## src/rtl/count_seq_ctrl.sv

```systemverilog
`default_nettype none
// ============================================================================
// Module      : count_seq_ctrl
// Description : Command-driven sequencer for a 4-bit up/down loadable counter.
//               Each accepted command loads the counter, lets it count for N
//               clocks, then parks it by reloading the final value every
//               cycle. A shadow model of the counter flags any divergence
//               between the expected count and the counter's dout.
// Revision    : 1.0 - initial release
// ============================================================================
module count_seq_ctrl #(
  parameter int DW     = 4,
  parameter int STEP_W = 8
) (
  input  logic              clk,
  input  logic              rst,
  input  logic              cmd_valid,
  output logic              cmd_ready,
  input  logic [DW-1:0]     cmd_load,
  input  logic              cmd_dir,
  input  logic [STEP_W-1:0] cmd_steps,
  input  logic              abort,
  output logic              ctr_ltn,
  output logic              ctr_upn_down,
  output logic [DW-1:0]     ctr_load,
  input  logic [DW-1:0]     ctr_dout,
  output logic              busy,
  output logic              done,
  output logic [DW-1:0]     done_val,
  output logic              done_abort,
  output logic              mismatch
);

  typedef enum logic [1:0] {
    IDLE = 2'd0,
    LOAD = 2'd1,
    RUN  = 2'd2,
    DONE = 2'd3
  } state_t;

  state_t            state;
  logic [STEP_W-1:0] remaining;
  logic [DW-1:0]     park;
  logic [DW-1:0]     shadow;
  logic [DW-1:0]     shadow_next;
  logic              chk_en;

  // Only IDLE can take a new command.
  assign cmd_ready = (state == IDLE);

  // Value the counter will hold after the coming edge, given what we drive it with.
  always_comb begin
    shadow_next = shadow;
    if (!ctr_ltn) begin
      shadow_next = ctr_load;
    end else if (ctr_upn_down) begin
      shadow_next = shadow - 1'b1;
    end else begin
      shadow_next = shadow + 1'b1;
    end
  end

  // Shadow copy of the counter, following the same load/step/wrap rules.
  always_ff @(posedge clk) begin
    if (rst) begin
      shadow <= '0;
    end else begin
      shadow <= shadow_next;
    end
  end

  // Sticky divergence flag; the first cycle after reset is skipped because the
  // counter itself only becomes defined one edge after ctr_load is forced to 0.
  always_ff @(posedge clk) begin
    if (rst) begin
      chk_en   <= 1'b0;
      mismatch <= 1'b0;
    end else begin
      chk_en <= 1'b1;
      if (chk_en && (ctr_dout != shadow)) begin
        mismatch <= 1'b1;
      end
    end
  end

  // Sequencer FSM with all counter controls and status outputs registered.
  always_ff @(posedge clk) begin
    if (rst) begin
      state        <= IDLE;
      remaining    <= '0;
      park         <= '0;
      ctr_ltn      <= 1'b0;
      ctr_load     <= '0;
      ctr_upn_down <= 1'b0;
      busy         <= 1'b0;
      done         <= 1'b0;
      done_val     <= '0;
      done_abort   <= 1'b0;
    end else begin
      done <= 1'b0;
      case (state)
        IDLE: begin
          ctr_ltn <= 1'b0;
          if (cmd_valid) begin
            // Command fields are captured here only; later changes are ignored.
            state        <= LOAD;
            busy         <= 1'b1;
            ctr_load     <= cmd_load;
            ctr_upn_down <= cmd_dir;
            remaining    <= cmd_steps;
          end else begin
            ctr_load <= park;
          end
        end
        LOAD: begin
          // The load itself completes on this edge whatever happens next.
          if (abort || (remaining == '0)) begin
            state      <= DONE;
            done       <= 1'b1;
            done_val   <= ctr_load;
            done_abort <= abort;
            park       <= ctr_load;
          end else begin
            state   <= RUN;
            ctr_ltn <= 1'b1;
          end
        end
        RUN: begin
          // This edge always counts, so an abort lands on the post-edge value.
          remaining <= remaining - 1'b1;
          if (abort || (remaining == STEP_W'(1))) begin
            state      <= DONE;
            done       <= 1'b1;
            done_val   <= shadow_next;
            done_abort <= abort;
            park       <= shadow_next;
            ctr_ltn    <= 1'b0;
            ctr_load   <= shadow_next;
          end
        end
        DONE: begin
          state    <= IDLE;
          busy     <= 1'b0;
          ctr_ltn  <= 1'b0;
          ctr_load <= park;
        end
        default: begin
          state <= IDLE;
        end
      endcase
    end
  end

endmodule
`default_nettype wire

```

## config.mk

```make
export PLATFORM = sky130hd
export DESIGN_NAME = count_seq_ctrl
export DESIGN_NICKNAME = d
export VERILOG_FILES = /design/src/rtl/count_seq_ctrl.sv
export SDC_FILE = /design/constraint.sdc
export NUM_CORES = 1
export LEC_CHECK = 0
export ABC_AREA = 0
export CAP_MARGIN = 25
export CELL_PAD_IN_SITES_DETAIL_PLACEMENT = 1
export CELL_PAD_IN_SITES_GLOBAL_PLACEMENT = 2
export CORE_MARGIN = 2
export CORE_UTILIZATION = 30
export DETAILED_ROUTE_END_ITERATION = 12
export PLACE_DENSITY_LB_ADDON = 0.1
export SETUP_SLACK_MARGIN = 0.5
export SYNTH_ARGS = -nofsm -noshare
export SYNTH_HDL_FRONTEND = slang
export SYNTH_SLANG_ARGS = --single-unit
```

## constraint.sdc

```tcl
create_clock -name clk -period 2.1 [get_ports clk]
set_input_delay 0.42 -clock clk [delete_from_list [all_inputs] [get_ports clk]]
set_output_delay 0.42 -clock clk [all_outputs]
set_load 0.02 [all_outputs]
```

==> results of run 1 <==
[power by group]
group	switching [uW]	total [uW]	internal (uW)
logic	1480	2830	1360
clock network	224	453	229
registers	264	1050	785
[per-layer routing]
metal	share of wire [%]	vias to the layer above
met5	0	-
met4	0.46	0
met3	3.0	2
met2	55	32
met1	41	910
li1	-	867
[state kept, by name, summed over array words and instances, names as in the netlist]
register,flops
mismatch,1
park,4
ctr_upn_down,1
done_abort,1
done,1
busy,1
remaining,8
shadow,4
state,2
ctr_load,4
ctr_ltn,1
chk_en,1
[cells by family (layout without fill, tap and decap cells)]
| family | count (synthesis) | count (layout) | share of synthesized area [%] |
|---|---|---|---|
| buf+inv | 21 | 83 | 4.71 |
| mux | 1 | 1 | 0.588 |
| simple gates | 58 | 58 | 18.5 |
| compound gates | 75 | 75 | 31.3 |
| xor+xnor | 6 | 6 | 3.09 |
| fa+ha+maj | 10 | 10 | 7.79 |
| flops | 29 | 29 | 34.1 |
[worst register-to-register path, cell delays in order, from the launching register on]
cell and delay, ps:
dfxtp_4 370, inv_4 70, ha_4 120, or3b_4 410, a32oi_4 310, and2_4 240
a311oi_2 90
[worst min-delay path by stage]
stage                              startpoint                   endpoint  slack, ps  cells past startpoint
finish                  mismatch$_SDFFE_PP0P_      mismatch$_SDFFE_PP0P_        470                      2
global route        remaining[7]$_SDFFE_PP0P_  remaining[7]$_SDFFE_PP0P_        530                      2
global placement               chk_en$_DFF_P_      mismatch$_SDFFE_PP0P_        440                      2
floorplan                      chk_en$_DFF_P_      mismatch$_SDFFE_PP0P_        430                      2
CTS                     mismatch$_SDFFE_PP0P_      mismatch$_SDFFE_PP0P_        480                      2
detailed placement      mismatch$_SDFFE_PP0P_      mismatch$_SDFFE_PP0P_        460                      2
[final cells by class]
type / instances / area [um2] / share of cell area [%]
clock buffers: 6 / 72.6 / 2.57
repair buffers: 62 / 622 / 22.1
flip-flops and latches: 29 / 604 / 21.4
inverters: 13 / 56.3 / 2.00
well taps: 72 / 90.1 / 3.20
clock inverters: 2 / 10.0 / 0.355
multi-input cells: 150 / 1360 / 48.4
[stage by stage]
step / setup slack [ps] / util (%) / instance area [um2] / hold slack, ps
final: 367 / 51.2 / 2820 / 468
after global routing: 309 / 51.2 / 2820 / 533
after global placement: 13.4 / 40.7 / 2240 / 441
after CTS: 378 / 47.5 / 2620 / 484
after floorplan: 459 / - / 1780 / 433
after detailed placement: -12.1 / 40.7 / 2240 / 463
[cell usage in the layout, fill, tap and decap left out, drive strengths merged, types with 3 or more instances in the layout]
cell           netlist  final
a211oi               7      7
a21o                 4      4
a21oi               26     26
a311oi               5      5
and2                 4      4
buf                  1     26
clkbuf               7      6
clkdlybuf4s50        0     20
clkinv               1      3
dfxtp               29     29
dlygate4sd2          0     14
ha                   9      9
inv                 12     12
nand2               14     14
nor2                15     15
nor2b                5      5
nor3b                3      3
o21ai               12     12
xnor2                5      5
[repair_timing]
| action | 4_1_cts | 5_1_grt |
|---|---|---|
| cloned | 2 | 0 |
| buffers inserted | 10 | 8 |
| gates resized for setup | 60 | 28 |
| pin swaps | 20 | 17 |
| setup endpoints to repair | 37 | 21 |
==> impl_metrics.csv, run 1 <==
group,metric,value,unit
outcome,status,"completed",
sta,setup_viol,0,
synthesis,synth_area,1700,um2
global_routing,grt_max_degree,22,
floorplan,pin_count,36,
critical_path,critPathKind,"flip-flop to flip-flop",
drt,drc,0,
floorplan,die_x,79.3,um
drt,drtIter0Drc,47,
synthesis,synth.distinct_cells,53,
place,dp.cells,306,
floorplan,rows,27,
sta,finalCritPeriodShare,82.5,%
cts,insertion_delay,280,ps
cts,cts_hold_buf,0,
floorplan,core,5510,um2
critical_path,startpoint_type,"flip-flop",
synthesis,async_flop_share,0,%
power_and_ir_drop,cellLeakagePower,0.00109,uW
cts,htree_levels,2,
cts,root_buffer,"clkbuf_8",
sta,worstMarginPinSlew,451,ps
synthesis,synthFlopType,"dfxtp_1",
synthesis,yosysWarnings,0,
synthesis,ys_ff_latch,29,
floorplan,dieArea,6290,um2
drt,wire_per_inst,18.9,um
place,io_buffers,35,
critical_path,endpoint_kind,"flip-flop",
global_routing,top_usage_layer,"met2",
global_routing,track_usage,20.5,%
sta,hold_viol,0,
global_routing,met2_usage,39.1,%
global_routing,met1_usage,23.0,%
synthesis,synthTopCellsByArea,"dfxtp_1 34%, a21oi_1 7.4%, ha_1 6.6%",
final_layout,drive_above_1_share,37.8,%
critical_path,crit_path_cell_trace,"inv_4 -> ha_4 -> or3b_4 -> a32oi_4 -> and2_4 -> a311oi_2",
critical_path,critPathRequiredTime,2260,ps
place,place.gp.congestion,0.820,
synthesis,synth_top_cell_by_area,"dfxtp_1",
final_layout,area_growth,65.7,%
cts,cts.sinks,29,
drt,viasPerCell,5.42,
synthesis,yosysMostFrequentCell,"dfxtp_1",
drt,vias,1811,
critical_path,ff2ff_path_depth,6,
drt,routed_wl,6300,um
global_routing,first_global_vias,1992,
synthesis,synth_edf_count,0,
final_layout,antennaDiodeCount,0,
synthesis,syn_inst,200,
power_and_ir_drop,finalPower,4340,uW
final_layout,fin_nets,292,
synthesis,synth.avg_cell_area,8.51,um2
cts,path_clk_slew,70,ps
critical_path,cp_num_buf_inv,1,
drt,drtAntennaViolNets,0,
critical_path,r2r_setup_slack,370,ps
cts,cts_buffer_depth,2,
global_routing,overflow,0,
critical_path,endpoint,"park[3]$_SDFFE_PP0P_",
cts,cts_buffers,5,
critical_path,r2r_start,"remaining[0]$_SDFFE_PP0P_",
final_layout,finalNonFillerCells,334,
final_layout,fillCellCount,620,
synthesis,yosysTopAreaCellShare,34.1,%
global_routing,antenna_found_initial,0,
critical_path,r2r_end,"park[3]$_SDFFE_PP0P_",
synthesis,ys_seq_area_share,34.1,%
floorplan,die_h,79.3,um
sta,drv_slew,0,
sta,maxSlewHeadroom,69.7,%
critical_path,startpoint,"remaining[0]$_SDFFE_PP0P_",
critical_path,crit_fanout,6,
place,hpwl,4000,um
critical_path,crit_family,"simple AND/OR/NAND/NOR gates",
drt,dr.pass1.iters,4,
global_routing,grt_pass1_wl,9910,um
power_and_ir_drop,ir_drop,0.546,mV
critical_path,crit_path_max_incr_delay,410,ps
sta,rsz0062_at_grt,"yes",
synthesis,syn-num-nets,231,
sta,fmax,0.577,GHz
critical_path,cp_num_cells,6,
floorplan,initial_utilization,30.9,%
sta,fin_setup_tns,0,ps
synthesis,synth_common_cells,"29 x dfxtp_1, 25 x a21oi_1, 15 x nor2_1, 14 x nand2_1, 12 x inv_1",
global_routing,gr-usage-met3,3.98,%
cts,cts_tree,"done",
min_path,min_path_type,"flip-flop to flip-flop",
critical_path,arrival,1890,ps
sta,skew,6.92,ps
sta,post-route-min-period,1730,ps
run,drv_cap,0,
power_and_ir_drop,p_per_area,1540,nW/um2
critical_path,cp_slowest_cell,"or3b_4",
Note: power is estimated with default switching activity, not from simulation.
==> run 2, diff against run 1 <==
==> constraint.sdc (replaced) <==
create_clock -name clk -period 1.75 [get_ports clk]
set_input_delay 0.35 -clock clk [delete_from_list [all_inputs] [get_ports clk]]
set_output_delay 0.35 -clock clk [all_outputs]
set_load 0.02 [all_outputs]
==> run 2 against run 1 <==
Sequential share of layout area fell by 0.51 points. Flip-flop and latch count unchanged. Die area did not move. Combinational power increased by 36%. Wire length grew 3.6%. Non-clock buffer count increased by 14. Global-route usage grew 0.73 points. First-iteration DRC count is 60% higher. Clock skew increased by 0.89 ps. Critical path type unchanged. Largest power group unchanged. Highest routed layer unchanged.
==> impl_metrics.csv, run 2 (synthesis results as in run 1) <==
group,metric,value,unit
final_layout,finalNonFillerCells,348,
global_routing,overflow,0,
min_path,min_path_type,"primary input to flip-flop",
cts,cts_tree,"done",
critical_path,endpoint_kind,"flip-flop",
drt,viasPerCell,5.36,
final_layout,regMostFlops,"remaining",
sta,setup_viol,0,
place,hpwl,4280,um
critical_path,crit_family,"compound AO/OA/AOI/OAI gates",
global_routing,track_usage,21.2,%
drt,drc,0,
place,place.gp.congestion,0.776,
critical_path,critPathKind,"flip-flop to flip-flop",
cts,htree_levels,2,
sta,fin_ws,10.2,ps
critical_path,cp_num_buf_inv,1,
floorplan,rows,27,
final_layout,fillCellCount,617,
power_and_ir_drop,cellLeakagePower,0.00116,uW
cts,cts_buffers,5,
place,place_ws,-94.3,ps
critical_path,crit_path_cell_trace,"inv_4 -> ha_4 -> or3b_4 -> a32oi_4 -> a21oi_1 -> a311oi_1",
drt,drtIter0Drc,75,
sta,drv_slew,0,
final_layout,layout.cells.most_common,"buf_4",
drt,vias,1867,
final_layout,fin_nets,306,
critical_path,critPathRequiredTime,1930,ps
floorplan,pin_count,36,
floorplan,initial_utilization,30.9,%
place,io_buffers,35,
cts,path_clk_slew,70,ps
drt,routed_wl,6530,um
sta,skew,7.81,ps
cts,cts_hold_buf,0,
floorplan,die_x,79.3,um
place,dp.cells,312,
floorplan,die_h,79.3,um
final_layout,drive_above_1_share,51.4,%
critical_path,cp_slowest_cell,"or3b_4",
drt,dr.pass1.iters,5,
sta,worstMarginPinSlew,390,ps
cts,root_buffer,"clkbuf_8",
critical_path,crit_path_max_incr_delay,420,ps
cts,insertion_delay,280,ps
run,drv_cap,0,
sta,post-route-min-period,1740,ps
power_and_ir_drop,p_per_area,1950,nW/um2
drt,drtAntennaViolNets,0,
final_layout,largest_register_ffs,8,
global_routing,first_global_vias,1965,
floorplan,core,5510,um2
sta,fmax,0.575,GHz
final_layout,antennaDiodeCount,0,
cts,cts.sinks,29,
sta,maxSlewHeadroom,73.8,%
sta,finalCritPeriodShare,99.4,%
critical_path,arrival,1920,ps
critical_path,startpoint_type,"flip-flop",
power_and_ir_drop,ir_drop,0.964,mV
sta,hold_viol,0,
drt,wire_per_inst,18.8,um
global_routing,grt_pass1_wl,10300,um
cts,cts_buffer_depth,2,
floorplan,dieArea,6290,um2
final_layout,most-common-layout-cells,"25 x buf_4, 19 x clkdlybuf4s50_1, 16 x buf_6, 14 x a21oi_1, 14 x dfxtp_1",
critical_path,crit_fanout,6,
global_routing,grt_max_degree,22,
final_layout,area_growth,73.2,%
global_routing,antenna_found_initial,0,
outcome,status,"completed",
sta,rsz0062_at_grt,"yes",
## run 2: cell types whose count changed in the layout (fill, tap and decap cells not counted), moves of 3 or more
cell	delta
buf_6	+15
dlygate4sd2_1	-14
buf_2	+11
o21ai_0	-7
dfxtp_1	-6
o21ai_1	+6
buf_4	+4
dfxtp_2	+4
a21oi_1	-3
## run 2: area by class of cell
| type | instances | area [um2] | area share [%] |
|---|---|---|---|
| sequential | 29 | 617 | 20.9 |
| multi-input combinational | 150 | 1400 | 47.5 |
| clock buffer | 8 | 90.1 | 3.06 |
| tap | 72 | 90.1 | 3.06 |
| timing repair buffer | 76 | 682 | 23.1 |
| inverter | 13 | 67.6 | 2.29 |
## run 2: worst register-to-register path: cells and delay by family, from the launching register on
| family | cells | cell delay [ps] |
|---|---|---|
| buffers and inverters | 1 | 80 |
| flip-flops | 1 | 350 |
| adder cells (fa/ha/maj) | 1 | 130 |
| AO/OA/AOI/OAI | 3 | 660 |
| AND/OR/NAND/NOR | 1 | 420 |
## run 2: repair_timing
action / in CTS / in global routing
setup buffers: 15 / 13
endpoints found under the setup margin: 40 / 32
gates resized for setup: 95 / 44
pin swaps: 19 / 27
hold endpoints to repair: 0 / 0
## run 2: power breakdown
part           total, uW  internal [uW]  switching (uW)  leakage, uW
Clock                596            321             276    0.0000455
Sequential          1290            964             324     0.000247
Combinational       3850           1880            1980     0.000870
Total               5740           3160            2580      0.00116
## run 2: path summary, 6_finish.rpt
kind	startpoint	endpoint	slack (ps)	cells after the start
setup reg to reg	remaining[1]$_SDFFE_PP0P_	park[3]$_SDFFE_PP0P_	10	6
hold reg to reg	busy$_SDFFE_PP0P_	busy$_SDFFE_PP0P_	500	2
hold / removal	cmd_valid	ctr_upn_down$_SDFFE_PP0P_	500	3
setup / recovery	remaining[1]$_SDFFE_PP0P_	park[3]$_SDFFE_PP0P_	10	6
## run 2: per-stage QoR
step / TNS (ps) / util (%) / hold WS [ps] / instance area (um2) / power (uW)
after floorplan: 0 / - / 433 / 1940 / 3140
after CTS: 0 / 49.7 / 499 / 2740 / 5200
final: 0 / 53.5 / 499 / 2950 / 5740
after detailed placement: -315 / 43.6 / 482 / 2400 / 4070
after global placement: -38.9 / 43.6 / 443 / 2400 / 3970
after global routing: -245 / 53.5 / 534 / 2950 / 6120
## run 2: per-layer routing
layer  GRT usage (%)  part of all wire, %
met5               0                    0
met1            27.2                   45
met4            5.17                 0.90
met2            36.2                   50
met3            4.55                  4.2
